**config.mk**
```make
export PLATFORM = sky130hd
export DESIGN_NAME = ps2_led_bank_flat
export DESIGN_NICKNAME = d
export VERILOG_FILES = /design/src/rtl/ps2_led_bank_if.sv /design/src/rtl/ps2_led_bank.sv /design/src/flat_wrapper.sv
export SDC_FILE = /design/constraint.sdc
export NUM_CORES = 1
export LEC_CHECK = 0
export CAP_MARGIN = 20
export CORE_MARGIN = 3
export CORE_UTILIZATION = 38
export CTS_CLUSTER_DIAMETER = 40
export DETAILED_ROUTE_END_ITERATION = 7
export DONT_BUFFER_PORTS = 1
export PLACE_DENSITY = 0.62
export SYNTH_ARGS = -nofsm -noshare
export SYNTH_HDL_FRONTEND = slang
export SYNTH_SLANG_ARGS = --single-unit
```
**constraint.sdc**
```tcl
create_clock -name clk_2 -period 2.4 [get_ports clk_2]
set_clock_uncertainty 0.15 [all_clocks]
set_input_delay 0.36 -clock clk_2 [delete_from_list [all_inputs] [get_ports clk_2]]
set_output_delay 0.36 -clock clk_2 [all_outputs]
set_load 0.03 [all_outputs]
```
**src/rtl/ps2_led_bank_if.sv**
```systemverilog
// rtl/ps2_led_bank_if.sv - scan-code input and LED output bundle for ps2_led_bank
//
// Purpose: groups the PS/2 decoded-byte stream, timer tick, clear and LED
// outputs of ps2_led_bank into one interface.
// Signals:
//   clk_300k          timer enable tick, one clk_2 cycle wide
//   code_new_updated  one-cycle strobe: check_code holds a new byte
//   check_code [7:0]  received scan-code byte
//   leds_clr          synchronous clear of all LEDs and channel state
//   led [N_CH]        registered LED drive
//   led_changed[N_CH] one-cycle pulse when the matching led bit changes
// Modports: master drives the byte stream and reads the LEDs, slave is the
// LED bank itself.

interface ps2_led_bank_if #(
  parameter int N_CH = 3
);
  logic            clk_300k;
  logic            code_new_updated;
  logic [7:0]      check_code;
  logic            leds_clr;
  logic [N_CH-1:0] led;
  logic [N_CH-1:0] led_changed;

  modport master (
    output clk_300k, code_new_updated, check_code, leds_clr,
    input  led, led_changed
  );

  modport slave (
    input  clk_300k, code_new_updated, check_code, leds_clr,
    output led, led_changed
  );
endinterface

```
**src/rtl/ps2_led_bank.sv**
```systemverilog
// rtl/ps2_led_bank.sv - multi-channel PS/2 lock-key LED controller
//
// Purpose: decodes F0/E0 prefixes from the PS/2 byte stream and runs one
// hold-off qualified FSM per channel that toggles (or, in momentary mode,
// follows) its LED when the configured key is held long enough.
// Ports:
//   clk_2   system clock, all state on the rising edge
//   rst_n   asynchronous active-low reset
//   bus     ps2_led_bank_if.slave: clk_300k, code_new_updated, check_code,
//           leds_clr in; led, led_changed out (both registered)

module ps2_led_bank #(
  parameter int                 N_CH           = 3,
  parameter logic [8*N_CH-1:0]  KEYCODES       = {8'h58, 8'h77, 8'h7E},
  parameter logic [N_CH-1:0]    EXT_MASK       = '0,
  parameter logic [N_CH-1:0]    MOMENTARY_MASK = '0,
  parameter int                 HOLDOFF        = 151,
  parameter int                 CNT_W          = 12
) (
  input  logic          clk_2,
  input  logic          rst_n,
  ps2_led_bank_if.slave bus
);

  localparam logic [7:0]       BRK_CODE = 8'hF0;
  localparam logic [7:0]       EXT_CODE = 8'hE0;
  localparam logic [CNT_W-1:0] HOLD_LIM = CNT_W'(HOLDOFF);

  typedef enum logic [1:0] {
    IDLE     = 2'd0,
    HOLD     = 2'd1,
    WAIT_BRK = 2'd2
  } state_t;

  state_t           state [N_CH];
  logic [CNT_W-1:0] cnt   [N_CH];
  logic             brk_flag;
  logic             ext_flag;
  logic [N_CH-1:0]  led_q;
  logic [N_CH-1:0]  chg_q;

  logic             evt_valid;
  logic [N_CH-1:0]  make_match;
  logic [N_CH-1:0]  brk_match;

  assign bus.led         = led_q;
  assign bus.led_changed = chg_q;

  // A key event is any strobed byte that is not a prefix; it carries the
  // prefix flags accumulated since the previous event.
  always_comb begin
    evt_valid  = bus.code_new_updated &&
                 (bus.check_code != BRK_CODE) && (bus.check_code != EXT_CODE);
    make_match = '0;
    brk_match  = '0;
    for (int i = 0; i < N_CH; i++) begin
      if (evt_valid && (bus.check_code == KEYCODES[8*i +: 8]) &&
          (ext_flag == EXT_MASK[i])) begin
        make_match[i] = !brk_flag;
        brk_match[i]  = brk_flag;
      end
    end
  end

  always_ff @(posedge clk_2 or negedge rst_n) begin
    if (!rst_n) begin
      led_q    <= '0;
      chg_q    <= '0;
      brk_flag <= 1'b0;
      ext_flag <= 1'b0;
      for (int i = 0; i < N_CH; i++) begin
        state[i] <= IDLE;
        cnt[i]   <= '0;
      end
    end else begin
      chg_q <= '0;
      if (bus.leds_clr) begin
        // Clear wins over any event in the same cycle; only LEDs that were
        // lit report a change.
        led_q    <= '0;
        chg_q    <= led_q;
        brk_flag <= 1'b0;
        ext_flag <= 1'b0;
        for (int i = 0; i < N_CH; i++) begin
          state[i] <= IDLE;
          cnt[i]   <= '0;
        end
      end else begin
        if (bus.code_new_updated) begin
          if (bus.check_code == BRK_CODE) begin
            brk_flag <= 1'b1;
          end else if (bus.check_code == EXT_CODE) begin
            ext_flag <= 1'b1;
          end else begin
            brk_flag <= 1'b0;
            ext_flag <= 1'b0;
          end
        end

        for (int i = 0; i < N_CH; i++) begin
          case (state[i])
            IDLE: begin
              if (make_match[i]) begin
                state[i] <= HOLD;
                cnt[i]   <= '0;
              end
            end
            HOLD: begin
              // A break beats a completed hold-off in the same cycle, so a
              // tap released right at the limit never acts.
              if (brk_match[i]) begin
                state[i] <= IDLE;
              end else if (cnt[i] >= HOLD_LIM) begin
                state[i] <= WAIT_BRK;
                if (MOMENTARY_MASK[i]) begin
                  led_q[i] <= 1'b1;
                  chg_q[i] <= ~led_q[i];
                end else begin
                  led_q[i] <= ~led_q[i];
                  chg_q[i] <= 1'b1;
                end
              end else if (bus.clk_300k) begin
                // Leaving HOLD at the limit keeps the count saturated.
                cnt[i] <= cnt[i] + CNT_W'(1);
              end
            end
            WAIT_BRK: begin
              if (brk_match[i]) begin
                state[i] <= IDLE;
                if (MOMENTARY_MASK[i]) begin
                  led_q[i] <= 1'b0;
                  chg_q[i] <= led_q[i];
                end
              end
            end
            default: state[i] <= IDLE;
          endcase
        end
      end
    end
  end

endmodule

```
**src/flat_wrapper.sv**
```systemverilog
// flat-port wrapper written by rule: the top's interface ports become plain ports
module ps2_led_bank_flat 
#(
  parameter int                 N_CH           = 3,
  parameter logic [8*N_CH-1:0]  KEYCODES       = {8'h58, 8'h77, 8'h7E},
  parameter logic [N_CH-1:0]    EXT_MASK       = '0,
  parameter logic [N_CH-1:0]    MOMENTARY_MASK = '0,
  parameter int                 HOLDOFF        = 151,
  parameter int                 CNT_W          = 12
)
  (clk_2, rst_n, bus_clk_300k, bus_code_new_updated, bus_check_code, bus_leds_clr, bus_led, bus_led_changed);
  ps2_led_bank_if #(.N_CH(N_CH)) bus_i ();
  input  logic clk_2;
  input  logic rst_n;
  input wire logic [$bits(bus_i.clk_300k)-1:0] bus_clk_300k;
  input wire logic [$bits(bus_i.code_new_updated)-1:0] bus_code_new_updated;
  input wire logic [$bits(bus_i.check_code)-1:0] bus_check_code;
  input wire logic [$bits(bus_i.leds_clr)-1:0] bus_leds_clr;
  output wire logic [$bits(bus_i.led)-1:0] bus_led;
  output wire logic [$bits(bus_i.led_changed)-1:0] bus_led_changed;
  assign bus_i.clk_300k = bus_clk_300k;
  assign bus_i.code_new_updated = bus_code_new_updated;
  assign bus_i.check_code = bus_check_code;
  assign bus_i.leds_clr = bus_leds_clr;
  assign bus_led = bus_i.led;
  assign bus_led_changed = bus_i.led_changed;
  ps2_led_bank #(.N_CH(N_CH), .KEYCODES(KEYCODES), .EXT_MASK(EXT_MASK), .MOMENTARY_MASK(MOMENTARY_MASK), .HOLDOFF(HOLDOFF), .CNT_W(CNT_W)) u_core (.clk_2(clk_2), .rst_n(rst_n), .bus(bus_i));
endmodule
```
==> out/results.md, run 1 <==
* 2640 sq um — cell area after technology mapping
* 50 — number of clock sinks
* 5.79 — per-cell via count in the routed design
* 1909 — vias in the first global route
* ha_1, a21o_1, a311oi_4, o2111ai_2, o31ai_1, a21o_1 — ordered cell list for the critical path
* 2280 ps — data arrival time of the critical path
* 0 — Buf/Inv on CP
* 10.1% — fraction of final layout cells sized beyond drive strength 1
* 0.00128 uW — leakage power summed over all cells
* reg -> reg — CP Class
* 420 ps — largest stage delay on the critical path
* 14.9% — overall routing resource usage
* 2 — H-tree level count
* bus_leds_clr — hold path startpoint
* sky130_fd_sc_hd__a21o_1 — cell repeated most along the worst path
* 0 — post-CTS setup buffer count
* 463 ps — actual transition at the worst max-transition pin
* sky130_fd_sc_hd__dfrtp_1 — slowest cell on the critical path
* 7990 sq um — full die area
* 487 nW/um^2 — power density of the placed cells
* 0 — count of input and output buffers
* 68.3% — worst slew margin relative to its limit
* 51 — maximum number of pins on one net before global-route repair
* 9.83 sq um — average cell area after synthesis
* 0 — final count of hold timing violations
* 2055 — Via Count
* register — Worst Setup Start Kind
* 40.5% — starting density of the core
* 47.3% — post-synthesis sequential area ratio
* yes — TritonCTS clock tree
* 100% — ys async rst share
* 50 x sky130_fd_sc_hd__dfrtp_1, 19 x sky130_fd_sc_hd__o21ai_0, 17 x sky130_fd_sc_hd__nor2_1 — commonest non-fill, non-tap cells in the layout
* 5550 microns — total routed wirelength
* 0 — number of pins exceeding their max-slew limit in the final report
* 2190 ps — shortest period the worst path allows
* 0 — remaining global-route overflow
* 2740 sq um — DP Area
* sky130_fd_sc_hd__dfrtp_1 — most common flop cell mapped by yosys
* 0 ps — TNS Setup
* 6 — Max FO, Critical Path
* 0.236 mV — Peak supply drop
* 457 MHz — top achievable clock speed
* 285 — net count of the mapped netlist
* no — setup repair after global routing missed its margin
* 0 — antenna violations before repair
* 4 — first-pass iteration count of the detailed router
* u_core.cnt[12]$_DFFE_PN0P_ — launch point of the critical path
* 624 — Layout fillers
* 0 — diode insertion count for antenna repair
* 9290 microns — wire length of the first global-routing pass
* 9.23% — P&R area growth vs syn
* sky130_fd_sc_hd__clkbuf_8 — clock tree root driver cell
* 2890 sq um — area of all placed cells without fillers
* 0 — EDFF count, synth
* compound AO/OA/AOI/OAI gates — Top Family by Delay on Critical Path
* register — nature of the critical path endpoint
* 19 — number of primary I/O pins
* 0 — Post-route DRC
* 89.4 microns — Chip Height
* 58 — library cells used by synthesis
* sky130_fd_sc_hd__dfrtp_1 — most common cell after layout, fill and taps aside
* 3940 microns — placed wire-length estimate after detailed placement
* 269 — Synth Instances
* 2490 ps — Crit path required time
* 58 — iteration-0 DRC count of the detailed router
* u_core.cnt[12]$_DFFE_PN0P_ — launch instance of the worst register-to-register path
* 91.2% — post-route fraction of the period consumed by the critical path
* 0 — Max-Cap Viols
* 211 ps — post-route worst setup slack
* 89.4 microns — DIE WIDTH
* 0 — Syn. warnings
* 293 — number of nets in the final layout
* 5 — number of clock buffers inserted by TritonCTS
* 157 ps — dpl ws
* 300 ps — Skew-Pair Late Insertion Delay
* 15.6 microns — Routed WL per cell
* 0 — number of setup violations in the final report
* in -> reg — Worst Hold Class
* 2 — maximum buffer depth of the clock tree
* 6530 sq um — core area
* finished, final reports clean — run status
* 0 — number of nets with antenna violations after detailed routing
* 90 ps — clock-pin transition on the worst setup and hold timing paths
* 29 — Site Rows
* 0.773 — final weighted congestion in routability-driven placement
* 50 — register bit count reported by yosys
-- metrics by stage --
stage | hold WS [ps] | utilization, % | total power (uW) | cells
floorplan | -85.6 | - | 894 | 269
global placement | -83.5 | 41.9 | 891 | 344
detailed placement | -83.9 | 41.9 | 892 | 344
CTS | 6.12 | 44.1 | 1430 | 355
global route | 3.01 | 44.2 | 1470 | 355
finish | 14.5 | 44.2 | 1410 | 355
-- flip-flops by register name, summed over array words and instances (netlist names) --
register	count
u_core.cnt	36
u_core.bus.led	3
u_core.state	6
u_core.bus.led_changed	3
u_core.brk_flag	1
u_core.ext_flag	1
-- metal layers --
layer / up-vias / share of wire (%) / global-route usage [%]
met3: 5 / 4.1 / 4.33
li1: 1033 / - / -
met5: - / 0 / 0
met4: 0 / 0.92 / 4.33
met1: 993 / 51 / 20.7
met2: 24 / 44 / 22.4
-- cell usage after synthesis (all sizes together) (3+ instances only) --
master / number / area [sq um]
dfrtp: 50 / 1250
o21ai: 20 / 100
nor2: 17 / 63.8
nand3: 16 / 80.1
a21oi: 15 / 75.1
nand2: 15 / 56.3
nor2b: 13 / 88.8
o31ai: 11 / 82.6
and2: 10 / 62.6
nand4: 9 / 56.3
a21o: 7 / 52.6
inv: 7 / 26.3
nand2b: 7 / 43.8
nor3: 7 / 40.0
and3: 6 / 37.5
a31oi: 4 / 25.0
clkbuf: 4 / 15.0
nor4: 4 / 31.3
ha: 3 / 37.5
o211ai: 3 / 22.5
xor2: 3 / 26.3
-- repair_timing --
| item | CTS | global route |
|---|---|---|
| gates resized for setup | 0 | 1 |
| endpoints found under the hold margin | 59 | 0 |
| hold buffers | 3 | 0 |
| setup endpoints to repair | 0 | 1 |
-- logic make-up (layout without fill, tap and decap cells) --
group | Yosys count | count (layout) | share of synthesized area [%]
fa+ha+maj | 3 | 3 | 1.42
mux | 2 | 2 | 0.994
compound gates | 82 | 82 | 22.0
buf+inv | 13 | 22 | 2.18
xor+xnor | 3 | 3 | 0.994
simple gates | 116 | 116 | 25.1
flops | 50 | 50 | 47.3
-- final cells by class --
class	count	area [sq um]	share of cell area [%]
inverter	7	26.3	0.910
timing repair buffer	7	77.6	2.69
clock inverter	2	12.5	0.433
sequential	50	1250	43.3
tap	77	96.3	3.34
multi-input combinational	206	1340	46.4
clock buffer	6	82.6	2.86
-- final timing paths --
| path | slack [ps] | endpoint | cells after the start |
|---|---|---|---|
| min reg2reg | 330 | u_core.state[0]$_DFFE_PN0P_ | 1 |
| max reg2reg | 210 | u_core.cnt[16]$_DFFE_PN0P_ | 6 |
| max in group asynchronous | 1460 | u_core.cnt[25]$_DFFE_PN0P_ | 2 |
| max | 210 | u_core.cnt[16]$_DFFE_PN0P_ | 6 |
| min in group asynchronous | 410 | u_core.cnt[28]$_DFFE_PN0P_ | 2 |
| min | 10 | u_core.cnt[19]$_DFFE_PN0P_ | 1 |
-- worst register-to-register path, cell delays in order (launching register included) --
cell                        delay, ps
sky130_fd_sc_hd__dfrtp_1          420
sky130_fd_sc_hd__ha_1             250
sky130_fd_sc_hd__a21o_1           230
sky130_fd_sc_hd__a311oi_4         360
sky130_fd_sc_hd__o2111ai_2        280
sky130_fd_sc_hd__o31ai_1          330
sky130_fd_sc_hd__a21o_1           120
-- power by group --
part	switching, uW	internal [uW]	leakage (uW)
Combinational	36.3	19.4	0.000533
Sequential	2.41	843	0.000698
Clock	274	232	0.0000472
Note: power is estimated with default switching activity, not from simulation.
==> run 2, diff against run 1 <==
- CORE_ASPECT_RATIO: unset -> 1.5
- PLACE_DENSITY: 0.62 -> 0.64
- clock period: 2.4 -> 1.95 ns (I/O delays scaled with it)
==> out/results.md, run 2 (synthesis results as in run 1) <==
* 0 — number of pins exceeding their max-slew limit in the final report, unchanged
* -218 ps — post-route worst setup slack, -430 ps
* 20.5% — Sw Share, -1.7 points
* 2 — H-tree level count, unchanged
* 2060 ps — Crit path required time, -430 ps
* finished, violations left — run status
* 0.00154 uW — leakage power summed over all cells, +21%
* 461 MHz — top achievable clock speed, +0.94%
* 28.4% — GR met2 Demand/Resource, +5.9 points
* 27.2% — fraction of final layout cells sized beyond drive strength 1, +17 points
* 727 ps — actual transition at the worst max-transition pin, +264 ps
* met2 — Most Used Layer, Global Route
* 140 — iteration-0 DRC count of the detailed router, +140%
* 2 — number of stages on the worst hold path, +1
* 16.8 microns — Routed WL per cell, +7.5%
* 4.5% — combinational cell fraction of total power, +0.5 points
* 51.4% — worst slew margin relative to its limit, -17 points
* sky130_fd_sc_hd__clkbuf_8 — clock tree root driver cell
* 2 — maximum buffer depth of the clock tree, unchanged
* 74.1 microns — DIE WIDTH, -17%
* in -> reg — Worst Hold Class
* 6620 sq um — core area, +1.4%
* 51.0% — sequential share of power, -9.1 points
* 44.5% — clock network fraction of total power, +8.6 points
* 21.0% — met1 GRT Util, +0.30 points
* 19 — number of primary I/O pins, unchanged
* 2286 — Via Count, +11%
* 4320 microns — placed wire-length estimate after detailed placement, +9.6%
* reg -> reg — CP Class
* 593 nW/um^2 — power density of the placed cells, +22%
* 0 — count of input and output buffers, unchanged
* 2266 — vias in the first global route, +19%
* 0 — diode insertion count for antenna repair, unchanged
* 15 — number of setup violations in the final report, +15
* 5 — Max FO, Critical Path, -1
* setup timing — violated checks
* 0 — antenna violations before repair, unchanged
* 108 microns — Chip Height, +21%
* register — nature of the critical path endpoint
* 310 ps — Skew-Pair Late Insertion Delay, about the same
* 6590 microns — total routed wirelength, +19%
* u_core.cnt: 36 flops, u_core.state: 6 flops — Top Registers
* 1620 uW — P_int, +48%
* 50 — number of clock sinks, unchanged
* 36 — max reg flops, unchanged
* 4 — first-pass iteration count of the detailed router, unchanged
* 8010 sq um — full die area, +0.26%
* 5.83 — per-cell via count in the routed design, +0.74%
* 418 uW — Psw, +34%
* 331 — number of nets in the final layout, +13%
* 7 — worst reg2reg path depth, +1
* yes — setup repair after global routing missed its margin
* u_core.state[1]$_DFFE_PN0P_ — Worst Hold Endpoint
* sky130_fd_sc_hd__dfrtp_1 — most common cell after layout, fill and taps aside
* 0.251 mV — Peak supply drop, +6.4%
* 0 — final count of hold timing violations, unchanged
* 0.810 — final weighted congestion in routability-driven placement, +4.8%
* 392 — non-filler instance count after layout, +10%
* u_core.cnt[23]$_DFFE_PN0P_ — launch instance of the worst register-to-register path
* 0 — remaining global-route overflow, unchanged
* 0 — Post-route DRC, unchanged
* 36 — Site Rows, +24%
* 50 x sky130_fd_sc_hd__dfrtp_1, 34 x sky130_fd_sc_hd__buf_4, 17 x sky130_fd_sc_hd__nor2_1 — commonest non-fill, non-tap cells in the layout
* 10500 microns — wire length of the first global-routing pass, +13%
* 4.00% — met3 Resource Use GR, -0.33 points
* yes — TritonCTS clock tree
* 0 — Max-Cap Viols, unchanged
* 2170 ps — shortest period the worst path allows, -20.4 ps
* u_core.cnt — Top reg by flops
* bus_leds_clr — hold path startpoint
* 5 — number of clock buffers inserted by TritonCTS, unchanged
* 0 — number of nets with antenna violations after detailed routing, unchanged
* -220 ps — worst setup slack for register-to-register paths, -430 ps
* 369 — placed insts, +7.3%
* 17.2% — overall routing resource usage, +2.3 points
* 29.9% — P&R area growth vs syn
* u_core.cnt[16]$_DFFE_PN0P_ — worst flop-to-flop path endpoint
* 111% — post-route fraction of the period consumed by the critical path, +20 points
* 39.9% — starting density of the core, -0.55 points
* 51.9% — utilization after layout, +7.7 points
* 608 — Layout fillers, -2.6%
* 51 — maximum number of pins on one net before global-route repair, unchanged
* 90 ps — clock-pin transition on the worst setup and hold timing paths, about the same
* 2280 ps — data arrival time of the critical path, about the same
* register — Worst Setup Start Kind
==> run 2: cell count changes in the layout (fill, tap and decap cells not counted), sizes merged <==
cell and change:
buf +33, clkinvlp -1, clkinv -1, nor2b +1, bufinv +2, dlygate4sd3 +4
==> run 2: routing by layer <==
metal | share of wire (%) | vias to the layer above
met1 | 42 | 1128
met3 | 3.8 | 13
met4 | 2.4 | 0
met5 | 0 | -
met2 | 51 | 41
li1 | - | 1104
==> run 2: worst max-delay path: stages (launching register included) <==
cell and delay (ps):
sky130_fd_sc_hd__dfrtp_1 380, sky130_fd_sc_hd__or4_4 550, sky130_fd_sc_hd__a311oi_4 250, sky130_fd_sc_hd__buf_4 170, sky130_fd_sc_hd__o2111ai_2 120, sky130_fd_sc_hd__buf_6 170
sky130_fd_sc_hd__o31ai_2 210, sky130_fd_sc_hd__a21o_1 100
==> run 2: timing repair <==
item | CTS | global route
gates cloned | 0 | 1
endpoints found under the setup margin | 24 | 35
pin swaps | 4 | 13
gates resized for setup | 10 | 38
hold buffers | 6 | 1
buffers inserted | 2 | 5
endpoints found under the hold margin | 66 | 1
==> run 2: worst max path at each step <==
stage,start,end,slack (ps),depth (start not counted)
2_1_floorplan,u_core.cnt[23]$_DFFE_PN0P_,u_core.cnt[12]$_DFFE_PN0P_,-110,6
3_3_place_gp,u_core.cnt[23]$_DFFE_PN0P_,u_core.cnt[12]$_DFFE_PN0P_,-130,6
3_5_place_dp,u_core.cnt[22]$_DFFE_PN0P_,u_core.cnt[12]$_DFFE_PN0P_,-160,6
4_1_cts,u_core.cnt[23]$_DFFE_PN0P_,u_core.cnt[12]$_DFFE_PN0P_,-180,6
5_1_grt,u_core.cnt[23]$_DFFE_PN0P_,u_core.cnt[12]$_DFFE_PN0P_,-280,6
6_report,u_core.cnt[23]$_DFFE_PN0P_,u_core.cnt[16]$_DFFE_PN0P_,-220,7
==> run 2: cell type report <==
class | instances | area (sq um) | area share, %
sequential | 50 | 1250 | 36.4
clock inverter | 2 | 60.1 | 1.75
multi-input combinational | 207 | 1540 | 44.9
timing repair buffer | 44 | 377 | 11.0
clock buffer | 6 | 82.6 | 2.40
inverter | 7 | 26.3 | 0.765
tap | 76 | 95.1 | 2.77
==> run 2: power groups by stage <==
stage | Clock [uW] | Combinational, uW | Sequential, uW
CTS | 930 | 87.5 | 1040
floorplan | 0 | 41.9 | 1060
detailed placement | 0 | 42.7 | 1060
global placement | 0 | 41.8 | 1060
global route | 971 | 103 | 1040
finish | 907 | 92.4 | 1040
==> run 2: metrics by stage <==
stage	TNS, ps	setup WS [ps]	hold WS [ps]	instance area (sq um)	total power (uW)
finish	-1960	-218	11.5	3430	2040
global route	-2980	-278	15.0	3430	2110
CTS	-1380	-184	0.197	3210	2060
detailed placement	-1380	-165	-152	2930	1100
global placement	-728	-126	-152	2930	1100
floorplan	-303	-113	-153	2640	1100
